**src/rtl/frame_buf_pkg.sv**
```systemverilog
// Shared frame-buffer constants and helpers, used by the free-address arbiter, the address
// filler and the free-list FIFO wrapper.
package frame_buf_pkg;

  localparam int unsigned FRAME_ADDR_WIDTH  = 9;
  localparam int unsigned FRAME_TDATA_WIDTH = 16;

  typedef enum logic {
    StEmpty,
    StFull
  } out_st_e;

  // Width of an index into n sources; never zero so a 1-source build still has a port.
  function automatic int unsigned src_idx_w(input int unsigned n);
    return (n > 1) ? $clog2(n) : 1;
  endfunction

endpackage

```
**src/rtl/frame_rr_pick.sv**
```systemverilog
// Rotate-priority encoder: first set request at or after ptr_i, ascending with wrap.
module frame_rr_pick
  import frame_buf_pkg::*;
#(
  parameter int unsigned N    = 4,
  parameter int unsigned IdxW = src_idx_w(N)
) (
  input  logic [N-1:0]    req_i,
  input  logic [IdxW-1:0] ptr_i,
  output logic [N-1:0]    gnt_o,
  output logic [IdxW-1:0] idx_o,
  output logic            any_o
);

  always_comb begin
    int unsigned j;
    j     = 0;
    gnt_o = '0;
    idx_o = '0;
    any_o = 1'b0;
    for (int unsigned k = 0; k < N; k++) begin
      j = (int'(ptr_i) + k) % N;
      if (!any_o && req_i[j]) begin
        any_o    = 1'b1;
        gnt_o[j] = 1'b1;
        idx_o    = IdxW'(j);
      end
    end
  end

endmodule

```
**src/rtl/frame_free_arbiter.sv**
```systemverilog
// Round-robin merge of freed frame addresses into the free-list FIFO write port.
// Define FRAME_ARB_PRIO0_EN to give source 0 (the post-reset filler) strict priority.
module frame_free_arbiter
  import frame_buf_pkg::*;
#(
  parameter int unsigned NUM_SRC     = 4,
  parameter int unsigned ADDR_WIDTH  = FRAME_ADDR_WIDTH,
  parameter int unsigned TDATA_WIDTH = FRAME_TDATA_WIDTH
) (
  input  logic                           aclk,
  input  logic                           areset,
  input  logic [NUM_SRC*TDATA_WIDTH-1:0] s_axis_tdata,
  input  logic [NUM_SRC-1:0]             s_axis_tvalid,
  output logic [NUM_SRC-1:0]             s_axis_tready,
  input  logic [NUM_SRC-1:0]             src_suppress,
  output logic [TDATA_WIDTH-1:0]         m_axis_tdata,
  output logic [$clog2(NUM_SRC)-1:0]     m_axis_tuser,
  output logic                           m_axis_tvalid,
  input  logic                           m_axis_tready,
  output logic                           range_err
);

  localparam int unsigned IdxW = src_idx_w(NUM_SRC);

`ifdef FRAME_ARB_PRIO0_EN
  // Pointer only ever ranges over the non-priority sources.
  localparam logic [IdxW-1:0] PtrRst = IdxW'(1);
`else
  localparam logic [IdxW-1:0] PtrRst = '0;
`endif

  out_st_e                state_q, state_d;
  logic [TDATA_WIDTH-1:0] tdata_q, tdata_d;
  logic [IdxW-1:0]        tuser_q, tuser_d;
  logic [IdxW-1:0]        ptr_q, ptr_d;
  logic                   range_q, range_d;

  logic                   load;
  logic [NUM_SRC-1:0]     eligible;
  logic [NUM_SRC-1:0]     rr_req, rr_gnt;
  logic [IdxW-1:0]        rr_idx;
  logic                   rr_any;
  logic [NUM_SRC-1:0]     win_gnt;
  logic [IdxW-1:0]        win_idx;
  logic                   win_any;
  logic                   win_adv;
  logic [TDATA_WIDTH-1:0] beat;

  assign load     = (state_q == StEmpty) || m_axis_tready;
  assign eligible = s_axis_tvalid & ~src_suppress;

`ifdef FRAME_ARB_PRIO0_EN
  assign rr_req = eligible & {{(NUM_SRC-1){1'b1}}, 1'b0};
`else
  assign rr_req = eligible;
`endif

  frame_rr_pick #(
    .N    (NUM_SRC),
    .IdxW (IdxW)
  ) u_pick (
    .req_i (rr_req),
    .ptr_i (ptr_q),
    .gnt_o (rr_gnt),
    .idx_o (rr_idx),
    .any_o (rr_any)
  );

  always_comb begin
    win_gnt = rr_gnt;
    win_idx = rr_idx;
    win_any = rr_any;
    win_adv = rr_any;
`ifdef FRAME_ARB_PRIO0_EN
    if (eligible[0]) begin
      win_gnt = {{(NUM_SRC-1){1'b0}}, 1'b1};
      win_idx = '0;
      win_any = 1'b1;
      win_adv = 1'b0;
    end
`endif
  end

  always_comb begin
    beat = '0;
    for (int unsigned i = 0; i < NUM_SRC; i++) begin
      if (win_idx == IdxW'(i)) beat = s_axis_tdata[i*TDATA_WIDTH +: TDATA_WIDTH];
    end
  end

  assign s_axis_tready = (!areset && load) ? win_gnt : '0;

  always_comb begin
    state_d = state_q;
    tdata_d = tdata_q;
    tuser_d = tuser_q;
    ptr_d   = ptr_q;
    range_d = range_q;
    if (load) begin
      if (win_any) begin
        state_d = StFull;
        tdata_d = TDATA_WIDTH'(beat[ADDR_WIDTH-1:0]);
        tuser_d = win_idx;
        if (|beat[TDATA_WIDTH-1:ADDR_WIDTH]) range_d = 1'b1;
        if (win_adv) begin
          ptr_d = (win_idx == IdxW'(NUM_SRC - 1)) ? PtrRst : win_idx + IdxW'(1);
        end
      end else begin
        state_d = StEmpty;
      end
    end
  end

  always_ff @(posedge aclk) begin
    if (areset) begin
      state_q <= StEmpty;
      tdata_q <= '0;
      tuser_q <= '0;
      ptr_q   <= PtrRst;
      range_q <= 1'b0;
    end else begin
      state_q <= state_d;
      tdata_q <= tdata_d;
      tuser_q <= tuser_d;
      ptr_q   <= ptr_d;
      range_q <= range_d;
    end
  end

  assign m_axis_tvalid = (state_q == StFull);
  assign m_axis_tdata  = tdata_q;
  assign m_axis_tuser  = tuser_q;
  assign range_err     = range_q;

endmodule
```
**config.mk**
```make
export PLATFORM = sky130hd
export DESIGN_NAME = frame_free_arbiter
export DESIGN_NICKNAME = d
export VERILOG_FILES = /design/src/rtl/frame_buf_pkg.sv /design/src/rtl/frame_rr_pick.sv /design/src/rtl/frame_free_arbiter.sv
export SDC_FILE = /design/constraint.sdc
export NUM_CORES = 1
export LEC_CHECK = 0
export ABC_AREA = 1
export CORE_UTILIZATION = 42
export CTS_BUF_LIST = sky130_fd_sc_hd__clkbuf_8
export DETAILED_ROUTE_END_ITERATION = 8
export PLACE_DENSITY = 0.88
export SLEW_MARGIN = 20
export SYNTH_ARGS = -nofsm -noshare
export SYNTH_HDL_FRONTEND = slang
export SYNTH_SLANG_ARGS = --single-unit
```
**constraint.sdc**
```tcl
create_clock -name aclk -period 4.25 [get_ports aclk]
set_input_delay 0.6375 -clock aclk [delete_from_list [all_inputs] [get_ports aclk]]
set_output_delay 0.6375 -clock aclk [all_outputs]
set_load 0.005 [all_outputs]
```
Word level (Yosys, flattened, before mapping). Cells that the tools add are included.

$add $sub $neg: 4. Order comparisons: 8. Equal/unequal tests: 3. Multiplexer cells: 35. Bitwise operators: 6. Reductions and logical operators: 17.

Operators with widths (number): $mux 16 (4); $mux 4 (5); $mux 1 (13); $lt 2x3->1 const B (4); $or 4x4->4 (3); $mux 2 (5); $bmux 1 s2 (4); $demux 1 s2 (4); $ge 2x1->1 const B (4); $logic_and 1x1->1 (8); $reduce_or 7->1 (1); $add 2x1->2 const B (2); $add 2x2->2 const B (2); $and 4x4->4 (1); $eq 2x2->1 const B (2); $logic_not 1->1 (4); $not 4->4 (1); $reduce_and 3->1 (1); $eq 2x1->1 const B (1); $logic_not 2->1 (1); $reduce_and 2->1 (1); $logic_or 1x1->1 (1); $not 1->1 (1).

Bits in registers: 15. Logic and storage cells: 78.

Logic depth before layout (Yosys ltp).
Depth in word-level cells: 21. Mapped depth: 22. Mapped depth without buffers: 22.

Hierarchy. From an unflattened synthesis, not the netlist that was laid out.

Cell total of the unflattened synthesis: 238. Area total of the unflattened synthesis: 1552.7 µm².

By module, submodules not included: frame_free_arbiter (times used 1, cells an instance 164, area an instance 1112.3 µm², seq. area each 300.3 µm²); frame_rr_pick (times used 1, cells an instance 74, area an instance 440.4 µm², seq. area each 0.0 µm²).

Worst setup path before layout. No wires, ideal clock.

Kind: register to register. From: register ptr_q[1]. To: register tdata_q[0], in the netlist m_axis_tdata[0]. Data arrival time: 2.746 ns. Slack: 1.440 ns. Stages on the path, launching flop included: 20. Buffers on the path: 0. Clock period less this slack: 2.810 ns. Path through: dfxtp_1 inv_1 ha_1 inv_1 nand2_2 nand2_8 nor2_8 nand4_1 nand2_1 inv_1 ha_1 nor2_1 nand2_1 nand2_1 o21ai_0 nand2_1 o21ai_0 nand2_1 nand2_1 nor2_1.

Longest elaborated chain between the ends: 17.

Ends and longest elaborated chain: start, declared (RTL line frame_free_arbiter.sv:35) `logic [IdxW-1:0] ptr_q, ptr_d;`; start signal, assigned (RTL line frame_free_arbiter.sv:119) `ptr_q <= PtrRst;`; start signal, assigned (RTL line frame_free_arbiter.sv:125) `ptr_q <= ptr_d;`; parallel branches: the longest is 11 deep, another holds $add 2x1->2; $mux 2 (*) (RTL line frame_rr_pick.sv:23) `if (!any_o && req_i[j]) begin`; via rr_idx[1] (RTL line frame_free_arbiter.sv:41) `logic [IdxW-1:0] rr_idx;`; $logic_not 2->1 (RTL line frame_free_arbiter.sv:87) `if (win_idx == IdxW'(i)) beat = s_axis_tdata[i*TDATA_WIDTH +: TDATA_WIDTH];`; $mux 16 (3 in a row) (RTL line frame_free_arbiter.sv:87); $mux 16 (*) (RTL line frame_free_arbiter.sv:87); end signal, assigned (RTL line frame_free_arbiter.sv:123) `tdata_q <= tdata_d;`; end, declared (RTL line frame_free_arbiter.sv:33) `logic [TDATA_WIDTH-1:0] tdata_q, tdata_d;`.

Mark *: on every way through the listed nets, which the timed path passes. The select of a mux whose other input is x is not followed. A chain may end at the register's enable or synchronous reset.

Final worst setup path.
From: register ptr_q[0]. To: register tdata_q[3], in the netlist m_axis_tdata[3].

The elaborated chain is that of the path after synthesis.

==> results.json <==
{
  "status": "completed",
  "pwr-share-seq": 0.140,
  "fillers": 324,
  "dp_hpwl_um": 3880,
  "grt_overflow": 0,
  "clock_latency_ns": 0.25,
  "wl_per_cell_um": 11.6,
  "rrSetupSlack_ns": 0.65,
  "antenna_found_initial": 0,
  "swShare": 0.534,
  "postCtsHoldBufs": 0,
  "worst_slew_pin_slew_ns": 0.555,
  "dr.first_iter.drc_count": 119,
  "grt_pass1_vias": 1645,
  "power_frac_comb": 0.798,
  "multi_input_area_mm2": 0.00119,
  "p_per_area_mw_per_mm2": 699,
  "place_inst": 408,
  "whs_ns": 0.472,
  "ys_top_cells_by_count": "nand2_1, nor2_1, nand3_1",
  "r2r-end": "m_axis_tdata[3]",
  "ys_seq_area_frac": 0.179,
  "cp.arrival_ns": 3.78,
  "fin_cells": 412,
  "post-route-min-period_ns": 3.60,
  "routed_wl_um": 4760,
  "ys_warn_count": 0,
  "p_switching_mw": 0.985,
  "die_h_um": 65.2,
  "num_io_pins": 99,
  "crit_type": "flop to flop",
  "r2r_start": "ptr_q[0]",
  "async_flop_share": 0,
  "relSlewSlack": 0.629,
  "ys_dominant_reg_cell": "dfxtp_1",
  "leakage_nw": 1.24,
  "post-route-drc-count": 0,
  "synthTopCellsByArea": "dfxtp_1, nand2_1, nor2_1",
  "synthCells": 275,
  "htree_levels": 1,
  "p_int_mw": 0.858,
  "drive_above_1_share": 0.102,
  "cts_made_buffers": 3,
  "antennaDiodeCount": 0,
  "grt_pass1_wl_um": 7270,
  "required_ns": 4.43,
  "synthToLayoutAreaGrowth_pct": 57.0,
  "fp.coreArea_mm2": 0.00374,
  "synth.distinct_cells": 27,
  "hold_viol": 0,
  "total_power_mw": 1.84,
  "rsz0062_at_grt": "no",
  "cts.root.buffer_cell": "clkbuf_8",
  "end_kind": "flop",
  "power_frac_clock": 0.063,
  "fp.dieW_um": 65.2,
  "place.port_buffers": 91,
  "via_per_inst": 4.79,
  "clk_pin_slew_ns": 0.07,
  "hold_path_class": "flop to flop",
  "yosysTopAreaCell": "dfxtp_1",
  "die_area_mm2": 0.00425,
  "postRouteAntennaNets": 0,
  "ctsResizeCount": 0,
  "setup_viol": 0,
  "globalplace.congestion": 0.936,
  "crit_end": "m_axis_tdata[3]",
  "synth.ff_latch_count": 15,
  "nNetsFinal": 451,
  "ir_drop_v": 0.000463,
  "ff2ff_path_depth": 19,
  "fin_tns_setup_ns": 0,
  "fmax_ghz": 0.278,
  "post-cts-setup-buffers": 0,
  "cts_sinks": 15,
  "synth_most_common_cell": "nand2_1",
  "synth_edf_count": 0,
  "vias": 1975,
  "skew_ns": 0.00589,
  "clk_path_buf_depth": 2,
  "num_rows": 22,
  "drv_cap": 0,
  "first_pass_iters": 4,
  "crit_start": "ptr_q[0]",
  "seq_area_um2": 300,
  "crit_path_start_kind": "flop",
  "grt.total_usage": 0.211,
  "syn_avg_cell_area_um2": 6.10,
  "crit_fanout": 11,
  "yosysTopAreaCellShare": 0.179,
  "fin_crit_sh": 0.846,
  "slew_violations": 0,
  "syn-cell-area_mm2": 0.00168,
  "grt_max_degree": 20,
  "tritoncts": "built",
  "start_util": 0.448
}
## power groups by stage
stage / Clock (mW) / Sequential [mW] / Combinational [mW]
2_1_floorplan: 0 / 0.253 / 1.09
3_3_place_gp: 0 / 0.258 / 1.44
3_5_place_dp: 0 / 0.258 / 1.45
4_1_cts: 0.118 / 0.256 / 1.46
5_1_grt: 0.127 / 0.263 / 1.66
6_report: 0.115 / 0.257 / 1.47
## sequential cells by signal (all words and copies together), names as in the netlist
name           flops
m_axis_tdata       9
range_err          1
m_axis_tvalid      1
m_axis_tuser       2
ptr_q              2
## stage by stage
step / util / instance area (um^2) / worst slack [ns]
floorplan: - / 1700 / 1.44
global placement: 0.692 / 2590 / 0.686
detailed placement: 0.692 / 2590 / 0.642
CTS: 0.704 / 2640 / 0.671
global route: 0.704 / 2640 / 0.264
finish: 0.704 / 2640 / 0.653
## layout by cell type, fill, tap and decap left out, types with 2 or more instances in the layout
cell type and n:
a21oi_1 12, nand3_1 26, conb_1 7, nand2_1 73, nand2_2 6, nand3_2 5
nor2_1 41, clkbuf_8 3, clkdlybuf4s50_1 91, ha_1 11, nor4_1 2, o21ai_0 21
inv_1 24, nor2_2 10, nand4_1 3, inv_2 2, nand2_4 2, dfxtp_1 15
nand2_8 2
## logic make-up after synthesis
| kind of cell | count (synthesis) | share of synthesized area |
|---|---|---|
| adders and majority gates | 11 | 0.0820 |
| AOI/OAI and AO/OA | 33 | 0.0984 |
| other | 1 | 0.00223 |
| DFF | 15 | 0.179 |
| and+or+nand+nor | 173 | 0.513 |
| buffers and inverters | 42 | 0.125 |
## routing by layer
layer  wire length (um)  share of wire  vias up  global-route usage
met3                420          0.088        2              0.0226
met2               2120           0.45       81               0.356
met4                 12         0.0025        0              0.0353
met1               2210           0.46      851               0.290
met5                  0              0        -                   0
li1                   -              -     1041                   -
## cell type report
type,count,share of cell area
multi-input combinational,224,0.452
timing repair buffer,91,0.346
sequential,15,0.114
inverter,30,0.0484
tap,48,0.0228
clock buffer,3,0.0157
clock inverter,1,0.00190
## critical path, cell delays in order (launching register included)
cell     delay [ns]
dfxtp_1        0.59
inv_2          0.20
ha_1           0.41
inv_1          0.11
nand2_2        0.13
nand2_8        0.10
nor2_8         0.16
nand4_1        0.10
nand2_1        0.16
inv_1          0.08
ha_1           0.31
nor2_1         0.50
nand2_1        0.10
nand2_1        0.07
o21ai_0        0.09
nand2_1        0.07
o21ai_0        0.12
nand2_1        0.09
nand2_1        0.05
nor2_1         0.09
## worst min-delay path by stage
stage | startpoint | to | slack (ns) | depth (start not counted)
finish | range_err | range_err | 0.47 | 2
global route | range_err | range_err | 0.52 | 2
CTS | range_err | range_err | 0.48 | 2
detailed placement | range_err | range_err | 0.46 | 2
global placement | range_err | range_err | 0.46 | 2
floorplan | range_err | range_err | 0.46 | 2
(Power assumes the default switching activity.)
